### config.mk
export PLATFORM = sky130hd
export DESIGN_NAME = mul_float_pipe
export DESIGN_NICKNAME = d
export VERILOG_FILES = /design/src/rtl/fp_pkg.sv /design/src/rtl/fp_round_pack.sv /design/src/rtl/mul_float_pipe.sv
export SDC_FILE = /design/constraint.sdc
export NUM_CORES = 2
export LEC_CHECK = 0
export ABC_AREA = 1
export CORE_ASPECT_RATIO = 0.75
export CORE_MARGIN = 4
export CORE_UTILIZATION = 33
export CTS_CLUSTER_DIAMETER = 40
export DETAILED_ROUTE_END_ITERATION = 7
export PLACE_DENSITY = 0.58
export SLEW_MARGIN = 10
export SYNTH_ARGS = -nofsm -noshare
export SYNTH_HDL_FRONTEND = slang
export SYNTH_HIERARCHICAL = 1
export SYNTH_SLANG_ARGS = --single-unit
### constraint.sdc
create_clock -name clk -period 5.9 [get_ports clk]
set_clock_uncertainty 0.1 [all_clocks]
set_input_delay 1.18 -clock clk [delete_from_list [all_inputs] [get_ports clk]]
set_output_delay 1.18 -clock clk [all_outputs]
set_load 0.02 [all_outputs]
### src/rtl/fp_pkg.sv
// Shared floating-point helpers: operand class encoding, exception flag bit
// positions, and format-dependent constants derived from EXP_W/MAN_W.
package fp_pkg;

    typedef enum logic [1:0] {
        FP_ZERO = 2'd0,
        FP_NORM = 2'd1,
        FP_INF  = 2'd2,
        FP_NAN  = 2'd3
    } fp_class_e;

    localparam int FLG_INVALID = 3;
    localparam int FLG_OVF     = 2;
    localparam int FLG_UNF     = 1;
    localparam int FLG_INX     = 0;

    function automatic int fp_bias(input int exp_w);
        return (1 << (exp_w - 1)) - 1;
    endfunction

    // Returned right-aligned in a wide word; callers size-cast to their format.
    function automatic logic [127:0] fp_qnan(input int exp_w, input int man_w);
        logic [127:0] one;
        one = 128'd1;
        return (((one << exp_w) - one) << man_w) | (one << (man_w - 1));
    endfunction

endpackage

### src/rtl/fp_round_pack.sv
// Normalise, round-to-nearest-even and pack a raw mantissa product; special
// operand classes decided upstream override the arithmetic result.
module fp_round_pack
    import fp_pkg::*;
#(
    parameter int EXP_W = 8,
    parameter int MAN_W = 23
) (
    input  logic                    sign_i,
    input  logic signed [EXP_W+1:0] exp_i,
    input  logic [2*MAN_W+1:0]      prod_i,
    input  fp_class_e               cls_i,
    input  logic                    invalid_i,
    output logic [EXP_W+MAN_W:0]    word_o,
    output logic [3:0]              flags_o
);

    localparam int W   = 1 + EXP_W + MAN_W;
    localparam int EW2 = EXP_W + 2;
    localparam int PW  = 2 * MAN_W + 2;

    localparam logic signed [EW2-1:0] E_ONE  = EW2'(1);
    localparam logic signed [EW2-1:0] E_ZERO = '0;
    localparam logic signed [EW2-1:0] E_MAX  = EW2'((1 << EXP_W) - 1);
    localparam logic [W-1:0]          QNAN   = W'(fp_qnan(EXP_W, MAN_W));

    function automatic logic rne_inc(input logic lsb, input logic guard, input logic sticky);
        return guard && (sticky || lsb);
    endfunction

    logic                  hi;
    logic [MAN_W-1:0]      frac_k;
    logic                  guard;
    logic                  sticky;
    logic [MAN_W:0]        frac_r;
    logic signed [EW2-1:0] exp_r;

    always_comb begin
        hi = prod_i[PW-1];
        if (hi) begin
            frac_k = prod_i[PW-2 -: MAN_W];
            guard  = prod_i[MAN_W];
            sticky = |prod_i[MAN_W-1:0];
        end else begin
            frac_k = prod_i[PW-3 -: MAN_W];
            guard  = prod_i[MAN_W-1];
            sticky = |prod_i[MAN_W-2:0];
        end
        // A rounding carry leaves the fraction at zero and bumps the exponent.
        frac_r = {1'b0, frac_k} + {{MAN_W{1'b0}}, rne_inc(frac_k[0], guard, sticky)};
        exp_r  = exp_i + (hi ? E_ONE : E_ZERO) + (frac_r[MAN_W] ? E_ONE : E_ZERO);

        word_o  = '0;
        flags_o = '0;
        case (cls_i)
            FP_NAN: begin
                word_o               = QNAN;
                flags_o[FLG_INVALID] = invalid_i;
            end
            FP_INF:  word_o = {sign_i, {EXP_W{1'b1}}, {MAN_W{1'b0}}};
            FP_ZERO: word_o = {sign_i, {(W-1){1'b0}}};
            default: begin
                if (exp_r <= E_ZERO) begin
                    word_o           = {sign_i, {(W-1){1'b0}}};
                    flags_o[FLG_UNF] = 1'b1;
                    flags_o[FLG_INX] = 1'b1;
                end else if (exp_r >= E_MAX) begin
                    word_o           = {sign_i, {EXP_W{1'b1}}, {MAN_W{1'b0}}};
                    flags_o[FLG_OVF] = 1'b1;
                    flags_o[FLG_INX] = 1'b1;
                end else begin
                    word_o           = {sign_i, exp_r[EXP_W-1:0], frac_r[MAN_W-1:0]};
                    flags_o[FLG_INX] = guard | sticky;
                end
            end
        endcase
    end

endmodule

### src/rtl/mul_float_pipe.sv
// Three-stage IEEE-754-style multiplier (unpack / mantissa multiply / round+pack)
// with valid/ready flow control; any output stall freezes the whole pipe.
module mul_float_pipe
    import fp_pkg::*;
#(
    parameter int EXP_W = 8,
    parameter int MAN_W = 23
) (
    input  logic                     clk,
    input  logic                     rst_n,
    input  logic                     in_valid,
    output logic                     in_ready,
    input  logic [EXP_W+MAN_W:0]     a,
    input  logic [EXP_W+MAN_W:0]     b,
    output logic                     out_valid,
    input  logic                     out_ready,
    output logic [EXP_W+MAN_W:0]     c,
    output logic [3:0]               flags
);

    localparam int W   = 1 + EXP_W + MAN_W;
    localparam int EW2 = EXP_W + 2;
    localparam int PW  = 2 * MAN_W + 2;

    localparam logic signed [EW2-1:0] BIAS = EW2'(fp_bias(EXP_W));

    function automatic fp_class_e classify(input logic [EXP_W-1:0] e, input logic [MAN_W-1:0] f);
        if (e == '0)
            return FP_ZERO;
        else if (&e)
            return (f == '0) ? FP_INF : FP_NAN;
        else
            return FP_NORM;
    endfunction

    logic                  stall;
    logic                  vld_p1_q, vld_p2_q, vld_p3_q;
    fp_class_e             cls_a, cls_b, cls_p1_d, cls_p1_q, cls_p2_q;
    logic                  inv_p1_d, inv_p1_q, inv_p2_q;
    logic                  sign_p1_q, sign_p2_q;
    logic signed [EW2-1:0] exp_p1_d, exp_p1_q, exp_p2_q;
    logic [MAN_W:0]        ma_p1_q, mb_p1_q;
    logic [PW-1:0]         prod_p2_q;
    logic [W-1:0]          rp_word, c_q;
    logic [3:0]            rp_flags, flags_q;

    assign stall     = vld_p3_q && !out_ready;
    assign in_ready  = !stall;
    assign out_valid = vld_p3_q;
    assign c         = c_q;
    assign flags     = flags_q;

    assign cls_a    = classify(a[W-2 -: EXP_W], a[MAN_W-1:0]);
    assign cls_b    = classify(b[W-2 -: EXP_W], b[MAN_W-1:0]);
    assign exp_p1_d = $signed({2'b00, a[W-2 -: EXP_W]}) + $signed({2'b00, b[W-2 -: EXP_W]}) - BIAS;

    always_comb begin
        cls_p1_d = FP_NORM;
        inv_p1_d = 1'b0;
        if (cls_a == FP_NAN || cls_b == FP_NAN) begin
            cls_p1_d = FP_NAN;
        end else if ((cls_a == FP_INF && cls_b == FP_ZERO) || (cls_a == FP_ZERO && cls_b == FP_INF)) begin
            cls_p1_d = FP_NAN;
            inv_p1_d = 1'b1;
        end else if (cls_a == FP_INF || cls_b == FP_INF) begin
            cls_p1_d = FP_INF;
        end else if (cls_a == FP_ZERO || cls_b == FP_ZERO) begin
            cls_p1_d = FP_ZERO;
        end
    end

    always_ff @(posedge clk) begin
        if (!rst_n) begin
            vld_p1_q <= 1'b0;
            vld_p2_q <= 1'b0;
            vld_p3_q <= 1'b0;
            c_q      <= '0;
            flags_q  <= '0;
        end else if (!stall) begin
            vld_p1_q <= in_valid;
            vld_p2_q <= vld_p1_q;
            vld_p3_q <= vld_p2_q;
            if (vld_p2_q) begin
                c_q     <= rp_word;
                flags_q <= rp_flags;
            end
        end
    end

    always_ff @(posedge clk) begin
        if (!stall) begin
            // S1: unpacked operands, class and biased exponent sum
            sign_p1_q <= a[W-1] ^ b[W-1];
            exp_p1_q  <= exp_p1_d;
            cls_p1_q  <= cls_p1_d;
            inv_p1_q  <= inv_p1_d;
            ma_p1_q   <= {1'b1, a[MAN_W-1:0]};
            mb_p1_q   <= {1'b1, b[MAN_W-1:0]};
            // S2: full-width mantissa product
            sign_p2_q <= sign_p1_q;
            exp_p2_q  <= exp_p1_q;
            cls_p2_q  <= cls_p1_q;
            inv_p2_q  <= inv_p1_q;
            prod_p2_q <= PW'(ma_p1_q) * PW'(mb_p1_q);
        end
    end

    // S3: normalise, round and pack into the output register
    fp_round_pack #(
        .EXP_W(EXP_W),
        .MAN_W(MAN_W)
    ) u_round_pack (
        .sign_i    (sign_p2_q),
        .exp_i     (exp_p2_q),
        .prod_i    (prod_p2_q),
        .cls_i     (cls_p2_q),
        .invalid_i (inv_p2_q),
        .word_o    (rp_word),
        .flags_o   (rp_flags)
    );

endmodule

==> impl_metrics.env <==
export IMPL_grt_pass1_wl_mm=122
export IMPL_period_minus_slack_ps=6180
export IMPL_placement_rows=91
export IMPL_ys_ff_latch=161
export IMPL_cts_sinks=161
export IMPL_path_clk_slew_ps=70
export IMPL_synth_cell_types=41
export IMPL_syn_cell_area_um2=27700
export IMPL_clockBufferDepth=2
export IMPL_drt_wl_total_mm=74.2
export IMPL_critical_path_arrival_ps=6320
export IMPL_port_buffers=105
export IMPL_drcViolationCount=0
export IMPL_die_area_um2=88700
export IMPL_seq_area_frac_synth=0.160
export IMPL_worst_path_max_fanout=7
export IMPL_final_setup_worst_slack_ps=-275
export IMPL_yosysWarnings=6
export IMPL_cts_max_level=4
export IMPL_failed_checks="setup timing"
export IMPL_cts_made_buffers=17
export IMPL_synthArstFlopShare=0
export IMPL_final_setup_tns_ps=-5380
export IMPL_dp_slack_ps=-526
export IMPL_grt_pass1_vias=22900
export IMPL_netlist_area_leader_share=0.350
export IMPL_layout_nets=4638
export IMPL_rsz0062_at_grt="true"
export IMPL_maxSlewViolCount=0
export IMPL_clk_latency_ps=490
export IMPL_yosysTopAreaCell="fa_1"
export IMPL_slowest_stage="fa_1"
export IMPL_avgSynthCellArea_um2=7.69
export IMPL_setup_viol=32
export IMPL_vias=22200
export IMPL_ios=106
export IMPL_fmax_mhz=162
export IMPL_synthTopCellsByArea="fa_1 (35%), inv_1 (15%), nand2_1 (14%)"
export IMPL_fp_dieH_um=259
export IMPL_dp_final_hpwl_mm=62.2
export IMPL_drtIter0Drc=1469
export IMPL_critPathTopFamily="adder cells"
export IMPL_cp_start_kind="flop"
export IMPL_path_buf_inv=8
export IMPL_final_core_util=0.415
export IMPL_area_growth_synth_to_final_pct=23.9
export IMPL_hold_class="reg2reg"
export IMPL_critPathKind="reg2reg"
export IMPL_gp_congestion=0.913
export IMPL_synthesis_nets=4344
export IMPL_cts_tree="built"
export IMPL_die_w_um=343
export IMPL_timing_hold_ws_ps=317
export IMPL_antenna_found_initial=0
export IMPL_grt_remaining_overflow=0
export IMPL_coreArea_um2=82700
export IMPL_num_antenna_cells=0
export IMPL_drt_pass1_iterations=6
export IMPL_start_util=0.335
export IMPL_crit_path_frequent_cell="fa_1"
export IMPL_max_stage_delay_ps=550
export IMPL_layout_drive_gt1_share=0.156
export IMPL_critPathCaptureType="flop"
export IMPL_grt_start_max_net_pins=65
export IMPL_postRouteAntennaNets=0
export IMPL_cp_required_ps=6050
export IMPL_status="complete, but fails checks"
export IMPL_drv_cap=0
export IMPL_final_period_utilization=1.05
export IMPL_via_per_inst=4.42
export IMPL_regToRegSetupSlack_ps=-280
export IMPL_syn_inst=3602
export IMPL_ys_flop_type="edfxtp_1"
export IMPL_clockRootBuffer="clkbuf_16"
export IMPL_grtUsageTotal=0.175
export IMPL_wl_per_cell_um=14.8
export IMPL_max_slew_margin_rel=0.277
export IMPL_synth_edff_count=122
export IMPL_finalHoldViolations=0
export IMPL_worst_slew_pin_slew_ps=1080
cell families after synthesis:
| kind of cell | after synthesis | share of synthesized area |
|---|---|---|
| multiplexers | 1 | 0.000361 |
| AO/OA/AOI/OAI | 127 | 0.0248 |
| XOR/XNOR | 43 | 0.0136 |
| AND/OR/NAND/NOR | 1392 | 0.200 |
| buffers and inverters | 1204 | 0.165 |
| adder cells (fa/ha/maj) | 674 | 0.436 |
| flip-flops | 161 | 0.160 |
metal layers:
metal  GRT usage  wire length (um)  vias up
met5           0                 0        -
met4      0.0451              1680        0
met2       0.275             33200      512
met1       0.249             35200    10800
met3      0.0312              4160       88
li1            -                 -    10800
Yosys cell counts (all sizes together) (20+ instances only):
cell type and n:
inv 1093, nand2 1020, fa 484, nor2 258, ha 190, edfxtp 122, clkbuf 99, o21ai 73
nand3 66, a21oi 39, dfxtp 39, xor2 32, nand4 20
sequential cells by signal (all words and copies together) (netlist names), 2 cells and up:
name       count
exp_p1_q      10
cls_p2_q       2
mb_p1_q       23
c             32
flags          4
ma_p1_q       23
prod_p2_q     48
cls_p1_q       2
exp_p2_q      10
final cells by class:
| class | instances | area (um2) |
|---|---|---|
| clock buffers | 21 | 514 |
| clock inverters | 11 | 87.6 |
| fillers | 8370 | 48300 |
| inverters | 1095 | 4120 |
| multi-input cells | 2237 | 20000 |
| flip-flops and latches | 161 | 4440 |
| well taps | 1116 | 1400 |
| repair buffers | 384 | 3790 |
through the flow:
| step | std cells | cell area (um2) |
|---|---|---|
| CTS | 5007 | 33500 |
| floorplan | 3602 | 27700 |
| detailed placement | 4969 | 32100 |
| finish | 5025 | 34300 |
| global route | 5025 | 34300 |
| global placement | 4969 | 32100 |
worst paths after layout:
| check | endpoint | startpoint | cells after the start |
|---|---|---|---|
| setup / recovery | prod_p2_q[42]$_DFFE_PN_ | ma_p1_q[16]$_DFFE_PN_ | 26 |
| hold / removal | sign_p2_q$_DFFE_PN_ | sign_p1_q$_DFFE_PN_ | 0 |
| setup reg to reg | prod_p2_q[42]$_DFFE_PN_ | ma_p1_q[16]$_DFFE_PN_ | 26 |
| hold reg to reg | sign_p2_q$_DFFE_PN_ | sign_p1_q$_DFFE_PN_ | 0 |
timing repair:
| action | 4_1_cts | 5_1_grt |
|---|---|---|
| gates cloned | 1 | 1 |
| setup endpoints to repair | 35 | 37 |
| resized for setup | 163 | 186 |
| hold buffers | 0 | 0 |
| setup buffers | 6 | 20 |
| pin swaps | 41 | 79 |
cell usage in the layout, fill, tap and decap left out, drive strengths merged, types with 66 or more instances in the layout:
cell           count
nand3             66
edfxtp           122
fa               484
ha               190
clkdlybuf4s50    105
o21ai             73
inv             1101
nor2             258
nand2           1020
buf              278
Power is left out: the tool's default activity adds up to more than one toggle a clock period on the data nets, which glitch-free logic cannot reach.
